### config.mk
export PLATFORM = sky130hd
export DESIGN_NAME = inst_sequencer
export DESIGN_NICKNAME = d
export VERILOG_FILES = /design/src/rtl/inst_pkg.sv /design/src/rtl/seq_phase_cnt.sv /design/src/rtl/inst_sequencer.sv
export SDC_FILE = /design/constraint.sdc
export NUM_CORES = 1
export LEC_CHECK = 0
export CAP_MARGIN = 20
export CORE_UTILIZATION = 30
export CTS_CLUSTER_SIZE = 10
export DETAILED_ROUTE_END_ITERATION = 10
export HOLD_SLACK_MARGIN = 0.05
export PLACE_DENSITY_LB_ADDON = 0.08
export SLEW_MARGIN = 10
export SYNTH_ARGS = -nofsm -noshare
export SYNTH_HDL_FRONTEND = slang
export SYNTH_SLANG_ARGS = --single-unit
### constraint.sdc
create_clock -name clk -period 5.4 [get_ports clk]
set_input_delay 1.08 -clock clk [delete_from_list [all_inputs] [get_ports clk]]
set_output_delay 1.08 -clock clk [all_outputs]
set_load 0.1 [all_outputs]
### src/rtl/inst_pkg.sv
// Shared definitions for the attention-pass instruction sequencer: instruction bit map,
// FSM state encoding (SFP states exist only with SEQ_SFP_NORM_EN) and the instruction builder.
package inst_pkg;

  localparam int INST_W = 19;

  localparam int B_SFP_DIV   = 18;
  localparam int B_SFP_ACC   = 17;
  localparam int B_OFIFO_RD  = 16;
  localparam int B_QK_ADD    = 12;
  localparam int B_P_ADD     = 8;
  localparam int B_EXECUTE   = 7;
  localparam int B_LOAD      = 6;
  localparam int B_QMEM_RD   = 5;
  localparam int B_QMEM_WR   = 4;
  localparam int B_KMEM_RD   = 3;
  localparam int B_KMEM_WR   = 2;
  localparam int B_PMEM_RD   = 1;
  localparam int B_PMEM_WR   = 0;

  typedef logic [3:0] addr_t;

  typedef enum logic [3:0] {
    ST_IDLE,
    ST_KLOAD,
    ST_KTAIL,
    ST_GAP1,
    ST_EXEC,
    ST_GAP2,
    ST_OFIFO,
`ifdef SEQ_SFP_NORM_EN
    ST_SFP_RD,
    ST_SFP_ACC,
    ST_SFP_DIV,
    ST_SFP_WB,
`endif
    ST_DONE
  } state_t;

  // Instruction word for one cycle spent in state s at address a.
  function automatic logic [INST_W-1:0] build_inst(state_t s, addr_t a, logic k_rd);
    logic [INST_W-1:0] v;
    v = '0;
    unique case (s)
      ST_KLOAD: begin
        v[B_LOAD]          = 1'b1;
        v[B_KMEM_RD]       = k_rd;
        v[B_QK_ADD +: 4]   = a;
      end
      ST_KTAIL: v[B_LOAD] = 1'b1;
      ST_EXEC: begin
        v[B_EXECUTE]       = 1'b1;
        v[B_QMEM_RD]       = 1'b1;
        v[B_QK_ADD +: 4]   = a;
      end
      ST_OFIFO: begin
        v[B_OFIFO_RD]      = 1'b1;
        v[B_PMEM_WR]       = 1'b1;
        v[B_P_ADD +: 4]    = a;
      end
`ifdef SEQ_SFP_NORM_EN
      ST_SFP_RD: begin
        v[B_PMEM_RD]       = 1'b1;
        v[B_P_ADD +: 4]    = a;
      end
      ST_SFP_ACC: begin
        v[B_PMEM_RD]       = 1'b1;
        v[B_SFP_ACC]       = 1'b1;
        v[B_P_ADD +: 4]    = a;
      end
      ST_SFP_DIV: begin
        v[B_PMEM_RD]       = 1'b1;
        v[B_SFP_DIV]       = 1'b1;
        v[B_P_ADD +: 4]    = a;
      end
      ST_SFP_WB: begin
        v[B_PMEM_WR]       = 1'b1;
        v[B_SFP_DIV]       = 1'b1;
        v[B_P_ADD +: 4]    = a;
      end
`endif
      default: ;
    endcase
`ifndef SEQ_SFP_NORM_EN
    v[B_SFP_ACC] = 1'b0;
    v[B_SFP_DIV] = 1'b0;
`endif
    // Q and K memories are filled by an external agent, never by this sequencer.
    v[B_QMEM_WR] = 1'b0;
    v[B_KMEM_WR] = 1'b0;
    return v;
  endfunction

endpackage

### src/rtl/seq_phase_cnt.sv
// Loadable down counter that times each sequencer phase; holds at zero and flags it.
// Load takes effect on the next edge; load has priority over counting.
module seq_phase_cnt #(
  parameter int W = 4
) (
  input  logic         clk,
  input  logic         reset,
  input  logic         i_load,
  input  logic [W-1:0] i_load_val,
  output logic         o_zero
);

  logic [W-1:0] r_cnt;

  always_ff @(posedge clk) begin
    if (reset) begin
      r_cnt <= '0;
    end else if (i_load) begin
      r_cnt <= i_load_val;
    end else if (r_cnt != '0) begin
      r_cnt <= r_cnt - 1'b1;
    end
  end

  assign o_zero = (r_cnt == '0);

endmodule

### src/rtl/inst_sequencer.sv
// Issues the fullchip instruction stream for one attention pass per start pulse; inst/busy/done
// are registered, so the first instruction follows start by one cycle. SFP normalisation needs SEQ_SFP_NORM_EN.
module inst_sequencer
  import inst_pkg::*;
#(
  parameter int col         = 8,
  parameter int total_cycle = 8,
  parameter int gap_cycles  = 10,
  parameter int div_cycles  = 3
) (
  input  logic              clk,
  input  logic              reset,
  input  logic              start,
  output logic              busy,
  output logic              done,
  output logic [INST_W-1:0] inst
);

  localparam int MAX_A   = (col + 1 > gap_cycles) ? col + 1 : gap_cycles;
  localparam int MAX_B   = (total_cycle > div_cycles) ? total_cycle : div_cycles;
  localparam int MAX_LEN = (MAX_A > MAX_B) ? MAX_A : MAX_B;
  localparam int CNT_W   = $clog2(MAX_LEN + 1);

  if (col < 1 || col > 16) begin : g_bad_col
    $error("inst_sequencer: col must be in 1..16");
  end
  if (total_cycle < 1 || total_cycle > 16) begin : g_bad_total
    $error("inst_sequencer: total_cycle must be in 1..16");
  end
  if (gap_cycles < 1 || div_cycles < 1) begin : g_bad_len
    $error("inst_sequencer: gap_cycles and div_cycles must be at least 1");
  end

`ifdef SEQ_SFP_NORM_EN
  localparam addr_t LAST_ROW = addr_t'(total_cycle - 1);
`endif

  state_t            r_state;
  addr_t             r_addr;
  logic [INST_W-1:0] r_inst;
  logic              r_busy;
  logic              r_done;

  state_t            w_nxt_state;
  addr_t             w_nxt_addr;
  logic              w_cnt_zero;
  logic              w_load;
  logic [CNT_W-1:0]  w_load_val;

  function automatic int phase_len(state_t s);
    int n;
    unique case (s)
      ST_KLOAD:          n = col + 1;
      ST_GAP1, ST_GAP2:  n = gap_cycles;
      ST_EXEC, ST_OFIFO: n = total_cycle;
`ifdef SEQ_SFP_NORM_EN
      ST_SFP_DIV:        n = div_cycles;
`endif
      default:           n = 1;
    endcase
    return n;
  endfunction

  always_comb begin
    w_nxt_state = r_state;
    unique case (r_state)
      ST_IDLE:  if (start)      w_nxt_state = ST_KLOAD;
      ST_KLOAD: if (w_cnt_zero) w_nxt_state = ST_KTAIL;
      ST_KTAIL: if (w_cnt_zero) w_nxt_state = ST_GAP1;
      ST_GAP1:  if (w_cnt_zero) w_nxt_state = ST_EXEC;
      ST_EXEC:  if (w_cnt_zero) w_nxt_state = ST_GAP2;
      ST_GAP2:  if (w_cnt_zero) w_nxt_state = ST_OFIFO;
`ifdef SEQ_SFP_NORM_EN
      ST_OFIFO:   if (w_cnt_zero) w_nxt_state = ST_SFP_RD;
      ST_SFP_RD:  if (w_cnt_zero) w_nxt_state = ST_SFP_ACC;
      ST_SFP_ACC: if (w_cnt_zero) w_nxt_state = ST_SFP_DIV;
      ST_SFP_DIV: if (w_cnt_zero) w_nxt_state = ST_SFP_WB;
      ST_SFP_WB:  if (w_cnt_zero) w_nxt_state = (r_addr == LAST_ROW) ? ST_DONE : ST_SFP_RD;
`else
      ST_OFIFO: if (w_cnt_zero) w_nxt_state = ST_DONE;
`endif
      ST_DONE:  w_nxt_state = ST_IDLE;
      default:  w_nxt_state = ST_IDLE;
    endcase
  end

  // KLOAD holds address 0 for its first two cycles, then steps once kmem_rd is already up.
  always_comb begin
    w_nxt_addr = '0;
    unique case (w_nxt_state)
      ST_KLOAD: if (r_state == ST_KLOAD && r_inst[B_KMEM_RD]) w_nxt_addr = r_addr + 1'b1;
      ST_EXEC:  if (r_state == ST_EXEC)  w_nxt_addr = r_addr + 1'b1;
      ST_OFIFO: if (r_state == ST_OFIFO) w_nxt_addr = r_addr + 1'b1;
`ifdef SEQ_SFP_NORM_EN
      ST_SFP_RD: if (r_state == ST_SFP_WB) w_nxt_addr = r_addr + 1'b1;
      ST_SFP_ACC, ST_SFP_DIV, ST_SFP_WB: w_nxt_addr = r_addr;
`endif
      default: ;
    endcase
  end

  assign w_load     = (w_nxt_state != r_state);
  assign w_load_val = CNT_W'(phase_len(w_nxt_state) - 1);

  seq_phase_cnt #(
    .W(CNT_W)
  ) u_phase_cnt (
    .clk       (clk),
    .reset     (reset),
    .i_load    (w_load),
    .i_load_val(w_load_val),
    .o_zero    (w_cnt_zero)
  );

  always_ff @(posedge clk) begin
    if (reset) begin
      r_state <= ST_IDLE;
      r_addr  <= '0;
      r_inst  <= '0;
      r_busy  <= 1'b0;
      r_done  <= 1'b0;
    end else begin
      r_state <= w_nxt_state;
      r_addr  <= w_nxt_addr;
      r_inst  <= build_inst(w_nxt_state, w_nxt_addr, r_state == ST_KLOAD);
      r_busy  <= !(w_nxt_state inside {ST_IDLE, ST_DONE});
      r_done  <= (w_nxt_state == ST_DONE);
    end
  end

  assign inst = r_inst;
  assign busy = r_busy;
  assign done = r_done;

endmodule

# == After elaboration in Yosys (flattened, before gate mapping) ==
# Index checks and enable logic that the tools add are counted.
# W data, S select, Z words.
# op_classes
reduce_logical,15
bitwise,3
n_mux,18
n_eq_ne,14
addsub,3
# op_table
operator,n
$mux W4,12
$eq A4 B3 Y1 const B,7
$pmux W4 S7,1
$pmux W4 S3,2
$eq A4 B2 Y1 const B,4
$reduce_or A2 Y1,7
$logic_not A4 Y1,3
$eq A4 B1 Y1 const B,2
$add A4 B1 Y4 const B,1
$ne A4 B4 Y1,1
$reduce_bool A2 Y1,2
$reduce_bool A4 Y1,1
$sub A4 B1 Y4 const B,1
$sub A4 B2 Y4 const B,1
$mux W1,3
$not A1 Y1,3
$logic_and A1 B1 Y1,1
$logic_not A1 Y1,1
# totals
out_inout_bits,21
inputBits,3
register_bits,33
wordCells,63

# == Depth between registers and ports, before layout ==
# logic_depth
word_depth,8
depth_mapped,14
depth_no_buf,13

# == Cells and area by module ==
# A second synthesis with hierarchy kept.
# hier_totals
cells_unflattened,133
hier_area_um2,1249.9
# by_module_without_submodules
module,cells_each,area_each_um2,seq_area_each_um2,instances
inst_sequencer,109,1021.0,440.4,1
seq_phase_cnt,24,229.0,80.1,1

# == Least setup slack after synthesis ==
# Ideal clock, no wire load.
# synth_timing
kind,in2reg
startpoint,input port start
endpoint,register u_phase_cnt.r_cnt[3]
setup_ps,77
slack_ps,2691
path_buffers,0
required_time_ps,5323
path_stages,9
arrival_time_ps,2633
cell_sequence,nor4_1 -> nor4_4 -> nand2_1 -> ha_1 -> and3b_1 -> o21ai_0 -> o21ai_0 -> a221o_1 -> a41oi_2
# synth_between
elab_chain_len,7
word_cells_on_any_way,14
classes_between,1 x add/sub; 6 x eq/ne; 4 x mux; 3 x reduce/logical
# synth_lines
element,line,rtl
from (decl),inst_sequencer.sv:13,"input logic start,"
$mux W4 (*),inst_sequencer.sv:67,ST_IDLE: if (start) w_nxt_state = ST_KLOAD;
$pmux W4 S7 (*),inst_sequencer.sv:66,unique case (r_state)
$eq A4 B3 Y1 / $eq A4 B2 Y1 (equally long branches),inst_sequencer.sv:52,unique case (s)
$reduce_or A2 Y1,inst_sequencer.sv:52,
$pmux W4 S3,inst_sequencer.sv:52,
$sub A4 B2 Y4,inst_sequencer.sv:103,assign w_load_val = CNT_W'(phase_len(w_nxt_state) - 1);
$mux W4,seq_phase_cnt.sv:18,end else if (i_load) begin
to (signal assigned),seq_phase_cnt.sv:19,r_cnt <= i_load_val;
to (signal assigned),seq_phase_cnt.sv:21,r_cnt <= r_cnt - 1'b1;
to (decl),seq_phase_cnt.sv:13,logic [W-1:0] r_cnt;
# Mark *: on every way between the ends. The rest lies on a longest branch, timed or not.
# A chain may end at the register's enable or synchronous reset.

# == Final worst setup path ==
# Same ends and word-level chain as after synthesis.

==> impl_metrics.json <==
{
  "seq_area_sq_um": 520,
  "grt_pass1_vias": 889,
  "p_per_area_mw_per_mm2": 289,
  "wl_per_cell_um": 12.4,
  "vias": 977,
  "numCtsBuffers": 3,
  "final.min_clock_period_ps": 3330,
  "cts.sinks": 26,
  "clk_pin_slew_worst_paths_ps": 90,
  "hold_buffers": 0,
  "clock_skew_ps": 4.42,
  "layout_common_cells": "dfxtp_1, nor2_1, clkdlybuf4s50_1",
  "yosysWarnings": 0,
  "fin_util": 0.376,
  "p_leak_uw": 0.000547,
  "tightest_slew_ps": 966,
  "cts_resized": 0,
  "hp-class": "reg -> reg",
  "insertion_delay_ps": 270,
  "clock-root-buffer": "clkbuf_8",
  "drt-vias-per-instance": 4.74,
  "post_dp_cell_area_sq_mm": 0.00144,
  "startpoint_type": "input pin",
  "cts_tree": "done",
  "clockBufferDepth": 2,
  "gp_congestion": 0.747,
  "fin_area_sq_mm": 0.00152,
  "diodes": 0,
  "antenna_left": 0,
  "ys_seq_elements": 26,
  "grtUsageTotal": 0.132,
  "synth-edff-count": 0,
  "die_area_sq_mm": 0.00447,
  "setup_tns_ps": 0,
  "hold_viol": 0,
  "cts_setup_buffers": 0,
  "grt_max_degree": 20,
  "num_rows": 23,
  "max_cap_viol_count": 0,
  "cp.required_ps": 5600,
  "fmax_mhz": 301,
  "start_util": 0.313,
  "synthTopCellsByArea": "dfxtp_1, nor2_1, buf_4, nor3_1, mux2i_1",
  "hpwl_um": 1770,
  "criticalPathCategory": "in -> reg",
  "drc": 0,
  "setup_viol": 0,
  "die_y_um": 66.8,
  "synth_ff_type": "dfxtp_1",
  "io_buffer_count": 18,
  "post-place-ws_ps": 1800,
  "multiInputGateArea_sq_um": 654,
  "area_delta_synth_final_pct": 20.1,
  "ys_seq_area_frac": 0.413,
  "grt_antenna_before_repair": 0,
  "routed_wl_um": 2560,
  "setup_slack_ps": 2070,
  "syn_inst": 142,
  "slew_headroom": 0.354,
  "synth_area_sq_mm": 0.00126,
  "fill_cells": 442,
  "first_pass_iters": 4,
  "nets": 163,
  "period_share": 0.616,
  "die_w_um": 66.8,
  "synth_top_area_frac": 0.413,
  "status": "finished, final reports clean",
  "arrival_ps": 3530,
  "core_area_sq_mm": 0.00403,
  "crit_fanout": 8,
  "ys_async_sr_fraction": 0,
  "yosys.area.top_type": "dfxtp_1",
  "avgSynthCellArea_sq_um": 8.88,
  "drt_iter0_drc": 53,
  "yosysUniqueCellTypes": 43,
  "mostFrequentLayoutCell": "dfxtp_1",
  "finalPower_uw": 437,
  "final_layout_size_suffix_gt1_frac": 0.0769,
  "cp-end-kind": "flip-flop",
  "grt_overflow": 0,
  "grt_pass1_wl_um": 4370,
  "ir_worst_vdd_uv": 188,
  "io_pins": 24,
  "drv_slew": 0,
  "rsz0062_at_grt": "false",
  "ctsHtreeMaxLevel": 1
}
-- logic make-up after synthesis --
family          count (synthesis)  synth area share
mux                             5            0.0407
fa+ha+maj                       3            0.0298
xor+xnor                        5            0.0347
buf+inv                        19            0.0833
simple gates                   66             0.295
compound gates                 17             0.101
flops                          26             0.413
other cells                     1           0.00297
-- worst max-delay path, cell delays in order --
cell and delay [ps]:
clkdlybuf4s50_1 540, nor4_1 100, nor4_4 490, nand2_1 120, ha_1 290, and3b_1 190, o21ai_0 150, o21ai_0 110
a221o_1 320, a41oi_2 150
-- metrics by stage --
step                      instances  hold slack (ps)
after floorplan                 147              442
after global placement          202              474
after detailed placement        202              482
after CTS                       206              513
after global routing            206              555
final                           206              506
-- final cells by class --
cell class	instances	share of cell area
clock inverter	1	0.0198
sequential	26	0.344
inverter	5	0.0124
tap	50	0.0413
clock buffer	3	0.0273
timing repair buffer	19	0.124
multi-input combinational	102	0.432
-- flip-flops by register name, summed over array words and instances, names as in the netlist --
| signal | cells |
|---|---|
| busy | 1 |
| r_state | 4 |
| r_addr | 4 |
| done | 1 |
| inst | 12 |
| u_phase_cnt.r_cnt | 4 |
-- metal layers --
layer	wire length [um]	vias up	track usage	part of all wire
li1	-	505	-	-
met1	1330	452	0.187	0.52
met2	1120	18	0.199	0.44
met3	87	2	0.0274	0.034
met4	21	0	0.0399	0.0082
met5	0	-	0	0
-- synth_stat cells, types with 3 or more instances --
cell     instances
nand3_1          3
nor3_1           9
buf_2            5
nor2b_1          5
ha_1             3
nor3b_1          3
or3_1            3
a21oi_1          4
inv_1            5
nand2_1          5
nor2_1          21
mux2i_1          4
o21ai_0          5
buf_4            7
xnor2_1          3
dfxtp_1         26
-- power by group --
group	total (uW)	internal (uW)	switching, uW
clock network	159	99.1	60.0
registers	203	196	7.15
logic	75.0	24.6	50.4
total	437	320	118
-- path summary, 6_finish.rpt --
| check | start | endpoint | slack [ps] | cells after the start |
|---|---|---|---|---|
| max | start | u_phase_cnt.r_cnt[3] | 2070 | 10 |
| min | r_addr[0] | inst[12] | 510 | 1 |
| max reg2reg | r_state[0] | u_phase_cnt.r_cnt[3] | 2300 | 11 |
| min reg2reg | r_addr[0] | inst[12] | 510 | 1 |
Note: power is estimated with default switching activity, not from simulation.
==> edit 1, RTL diff (same flow settings) <==
The option `SEQ_SFP_NORM_EN` is turned on by a define.
--- a/src/rtl/inst_pkg.sv
+++ b/src/rtl/inst_pkg.sv
@@ -2,2 +2,4 @@
 // FSM state encoding (SFP states exist only with SEQ_SFP_NORM_EN) and the instruction builder.
+`define SEQ_SFP_NORM_EN
+
 package inst_pkg;
Behaviour: no difference found for any inputs over 10 cycles, from zero or initial values and one cycle with reset high; that may be too few to reach the edited logic, so the function may still have changed.
==> edit 1 against the unedited design <==
- register-to-register slack better by 0.25 ns
- count of clock-buffer cells in the layout is 3 higher
- die area is 19% higher
- worst setup slack better by 0.40 ns
- sequential cell count is 4 higher
- routed wire length is 29% higher
- first-iteration DRC count is 66% higher
- cell area is 21% higher
- area after synthesis is 20% higher
- worst hold slack better by 0.10 ns
- critical path type unchanged
- highest routed layer unchanged
Power is not compared: it rests on default switching activity, and its combinational part moved more than twofold at a synthesized area within 25%.
==> edit 1: results (changes against the unedited design) <==
* Synth cell count leaders: 31 x nor2_1, 30 x dfxtp_1, 10 x a21oi_1, 9 x nand2_1, 7 x inv_1
* R2r startpoint: u_phase_cnt.r_cnt[0]$_SDFFE_PP0P_
* Horiz. Die Dim at 72.9 um (+9.1%)
* Cell area after layout at 1830 um^2 (+21%)
* Flop2flop setup slack at 2.55 ns (+0.25 ns)
* Sequential area share after synthesis at 0.398 (-0.0144)
* Total CTS buffers at 5 (+2)
* Max H-tree Level at 2 (+1)
* Clock Skew at 0.00440 ns (-0.0000221 ns)
* Routability cong. at 0.849 (+14%)
* XOR/XNOR Fraction of Synth Area at 0.0232 (-0.0115)
* Worst-path fanout max at 3 (-5)
* Placed Cells at 254 (+26%)
* Number of synthesized register bits at 30 (+15%)
* Number of flip-flops under the largest register name at 16 (+4)
* Ratio of cells with drive above 1 in the final layout at 0.108 (+0.0308)
* Worst setup path start: start
* Compound-Gate Fraction of Synth Area at 0.205 (+0.104)
* # nets final at 200 (+23%)
* Mean Syn Cell Area at 8.52 um^2 (-4.1%)
* Vias in the first global route at 1146 (+29%)
* Worst-path clk slew at 0.07 ns (-0.02 ns)
* Fill cells at 515 (+17%)
* Multi-input logic area at 817 um^2 (+25%)
* Via/cell ratio at 4.78 (+0.76%)
* Worst Hold End: r_addr[3]$_SDFF_PP0_
* Cell Count, Final, Fillers Out at 262 (+27%)
* Clock buffers at 6 (+3)
* Pre-CTS setup slack at 2.17 ns (+0.370 ns)
* Logic gate share of total power at 0.502
* Buffers outside the clock class at 21 (+2)
* First DRT Iteration DRCs at 88 (+66%)
* Drt wl/cell at 12.6 um (+1.7%)
* Hold path cells at 2 (+1)
* Max-slew headroom at 0.353 (-0.000983)
* Worst hold slack at 0.609 ns (+0.103 ns)
* WP data arrival at 3.11 ns (-0.42 ns)
* Global Route Usage Sum at 0.137 (+0.00454)
* NonClk Buf Share at 0.115 (-0.00919)
* Seq/total area at 0.328 (-0.0159)
* Post-Synth Adder-Cell Area at 0.0249 (-0.00487)
* Non-CTS inverters at 7 (+2)
* Netlist cell types at 57 (+33%)
* Placed inst area at 1740 um^2 (+20%)
* R2R cell count at 10 (-1)
* Multiplexer share of the synthesized area at 0.0274 (-0.0133)
* Internal power at 551 uW
* Hold path startpoint: r_addr[3]$_SDFF_PP0_
* Synth area leaders: dfxtp_1 40%, nor2_1 7.7%, a21oi_1 3.3%, ha_1 2.5%, o21bai_1 2.5%
* Dpl hpwl at 2350 um (+33%)
* Run status: finished clean
* Ys Warns at 0 (unchanged)
* P_seq at about 310 uW
* Multi-input logic cell count at 129 (+26%)
* Final clock-cell share at 0.0519 (+0.00481)
* Final worst setup slack at 2.47 ns (+0.397 ns)
* First-pass GRT wire length at 5460 um (+25%)
* Pin count of the biggest net entering global routing at 24 (+20%)
* IO Port Bufs at 21 (+3)
[edit 1: cell count changes in the layout (fill, tap and decap cells not counted), moves of 4 or more]
| cell | unedited run | this run |
|---|---|---|
| a21oi_1 | 4 | 10 |
| conb_1 | 6 | 2 |
| dfxtp_1 | 26 | 30 |
| nand2_1 | 5 | 9 |
| nor2_1 | 21 | 31 |
| nor3_1 | 9 | 2 |
| o21bai_1 | 0 | 5 |
[edit 1: worst max-delay path, stage by stage]
cell,delay [ns]
clkdlybuf4s50_1,0.50
or3b_2,0.45
a21oi_1,0.14
o31ai_1,0.11
or3_1,0.37
and4b_1,0.21
a2111oi_2,0.25
[edit 1: per-layer routing]
layer	part of all wire	global-route usage	vias to the layer above	wire length, um
li1	-	-	651	-
met5	0	0	-	0
met4	0.013	0.0523	0	43
met1	0.49	0.180	571	1620
met3	0.053	0.0428	5	176
met2	0.45	0.209	25	1480
==> edit 2, RTL diff (config.mk and constraints unchanged) <==
Made on the original files. The output `done` loses its register stage (`r_done` becomes a continuous assignment).
--- a/src/rtl/inst_sequencer.sv
+++ b/src/rtl/inst_sequencer.sv
@@ -120,3 +120,2 @@
       r_busy  <= 1'b0;
-      r_done  <= 1'b0;
     end else begin
@@ -126,5 +125,6 @@
       r_busy  <= !(w_nxt_state inside {ST_IDLE, ST_DONE});
-      r_done  <= (w_nxt_state == ST_DONE);
     end
   end
+
+  assign r_done = (w_nxt_state == ST_DONE);
 
Check against the original RTL: same outputs for any inputs over 10 cycles, from zero or initial values and one cycle with reset high; that may be too few to reach the edited logic, so the function may still have changed.
==> edit 2 against the unedited design <==
- global-route usage down 1.4 points
- highest routed layer unchanged
- sequential power down 3%
- area after synthesis down 6.4%
- cell area down 7.3%
- power down 13%
- combinational power down 8.0%
- worst setup slack worse by 0.69 ns
- sequential cell count down 1
- first-iteration DRC count down 30%
- routed wire length down 14%
- largest cell class unchanged
==> edit 2: results (changes against the unedited design) <==
* Run status: finished clean
* # nets final at 152 (-6.7%)
* Netlist cell types at 39 (-9.3%)
* Max-slew headroom at 0.355 (+0.000560)
* Ys async rst share at 0 (unchanged)
* Placed Cells at 189 (-6.4%)
* Drt wl/cell at 11.4 um (-8.6%)
* Routability cong. at 0.760 (+1.6%)
* Aggregate routed wire length at 2190 um (-14%)
* WP data arrival at 2.94 ns (-0.59 ns)
* R2r startpoint: u_phase_cnt.r_cnt[0]$_SDFFE_PP0P_
* First-pass GRT wire length at 3840 um (-12%)
* Total net switching power at 116 uW (-1.7%)
* VDD IR max at 0.105 mV (-44%)
* Synth cell count leaders: 25 x dfxtp_1, 20 x nor2_1, 8 x a21oi_1, 8 x nand2_1, 7 x buf_4
* Clock Skew at 0.00884 ns (+0.00442 ns)
* Vias in the first global route at 834 (-6.2%)
* Ratio of cells with drive above 1 in the final layout at 0.0966 (+0.0196)
* HP Class: reg -> reg
* First DRT Iteration DRCs at 37 (-30%)
* Pin count of the biggest net entering global routing at 22 (+10%)
* Delay of the slowest cell on the worst path at 1.20 ns (+0.66 ns)
* CTS Buffer Depth at 2 (unchanged)
* Synth area leaders: dfxtp_1 42%, nor2_1 6.4%, buf_4 4.5%, xnor2_1 3.7%, a21oi_1 3.4%
* Top delay family on crit path: buffers and inverters
* Worst-path fanout max at 6 (-2)
* Mean Syn Cell Area at 9.01 um^2 (+1.4%)
* FF-to-FF End: u_phase_cnt.r_cnt[1]$_SDFFE_PP0P_
* Clock Latency Late Sink at 0.27 ns (about the same)
* Detailed-route via count at 895 (-8.4%)
* Dpl hpwl at 1630 um (-8.1%)
* R2R cell count at 8 (-3)
* Flop2flop setup slack at 3.04 ns (+0.74 ns)
* P_leak at 0.485 nW (-11%)
* Global Route Usage Sum at 0.119 (-0.0137)
* Sequential area share after synthesis at 0.424 (+0.0115)
* Worst Hold End: r_addr[0]$_SDFF_PP0_
* Top_reg_cell synth: dfxtp_1
* N_diodes at 0 (unchanged)
* Ys Warns at 0 (unchanged)
## edit 2: changes by cell type after synthesis, moves of 3 or more
cell,unedited run,this run
a21oi_1,4,8
buf_2,5,2
nand2_1,5,8
nor3_1,9,3
nor3b_1,3,0
o21ai_0,5,1
## edit 2: logic make-up after synthesis
logic type	Yosys count	share of synthesized area
adders and majority gates	3	0.0318
and+or+nand+nor	56	0.244
AOI/OAI and AO/OA	21	0.144
xor gates and xnor gates	6	0.0445
DFF	25	0.424
other	1	0.00318
buffers and inverters	16	0.0817
muxes	3	0.0265
## edit 2: worst max-delay path by stage
stage	end	depth (start not counted)	slack (ns)	startpoint
5_1_grt	done	5	1.25	u_phase_cnt.r_cnt[0]$_SDFFE_PP0P_
3_5_place_dp	done	5	1.68	u_phase_cnt.r_cnt[0]$_SDFFE_PP0P_
3_3_place_gp	done	5	1.73	u_phase_cnt.r_cnt[0]$_SDFFE_PP0P_
4_1_cts	done	5	1.37	u_phase_cnt.r_cnt[0]$_SDFFE_PP0P_
6_report	done	5	1.38	u_phase_cnt.r_cnt[0]$_SDFFE_PP0P_
2_1_floorplan	done	5	0.35	u_phase_cnt.r_cnt[0]$_SDFFE_PP0P_
## edit 2: final cells by class
cell class	count	area (um^2)
inverters	3	11.3
clock buffers	3	41.3
clock inverters	1	8.76
multi-input cells	95	602
fillers	392	2310
well taps	48	60.1
repair buffers	18	180
flip-flops and latches	25	500
## edit 2: per-stage QoR
step / hold slack [ns] / setup slack, ns
floorplan: 0.442 / 0.354
global placement: 0.462 / 1.73
detailed placement: 0.469 / 1.68
CTS: 0.495 / 1.37
global route: 0.514 / 1.25
finish: 0.485 / 1.38
## edit 2: layer usage
layer | share of wire | GRT usage
met1 | 0.48 | 0.146
met2 | 0.49 | 0.204
met3 | 0.022 | 0.0211
met4 | 0.0082 | 0.0417
met5 | 0 | 0
## edit 2: power groups by stage
| stage | clock (mW) | combinational, mW | sequential, mW |
|---|---|---|---|
| 4_1_cts | 0.123 | 0.0695 | 0.196 |
| 6_report | 0.116 | 0.0690 | 0.196 |
| 5_1_grt | 0.129 | 0.0747 | 0.197 |
| 2_1_floorplan | 0 | 0.0607 | 0.203 |
| 3_5_place_dp | 0 | 0.0694 | 0.200 |
| 3_3_place_gp | 0 | 0.0689 | 0.200 |
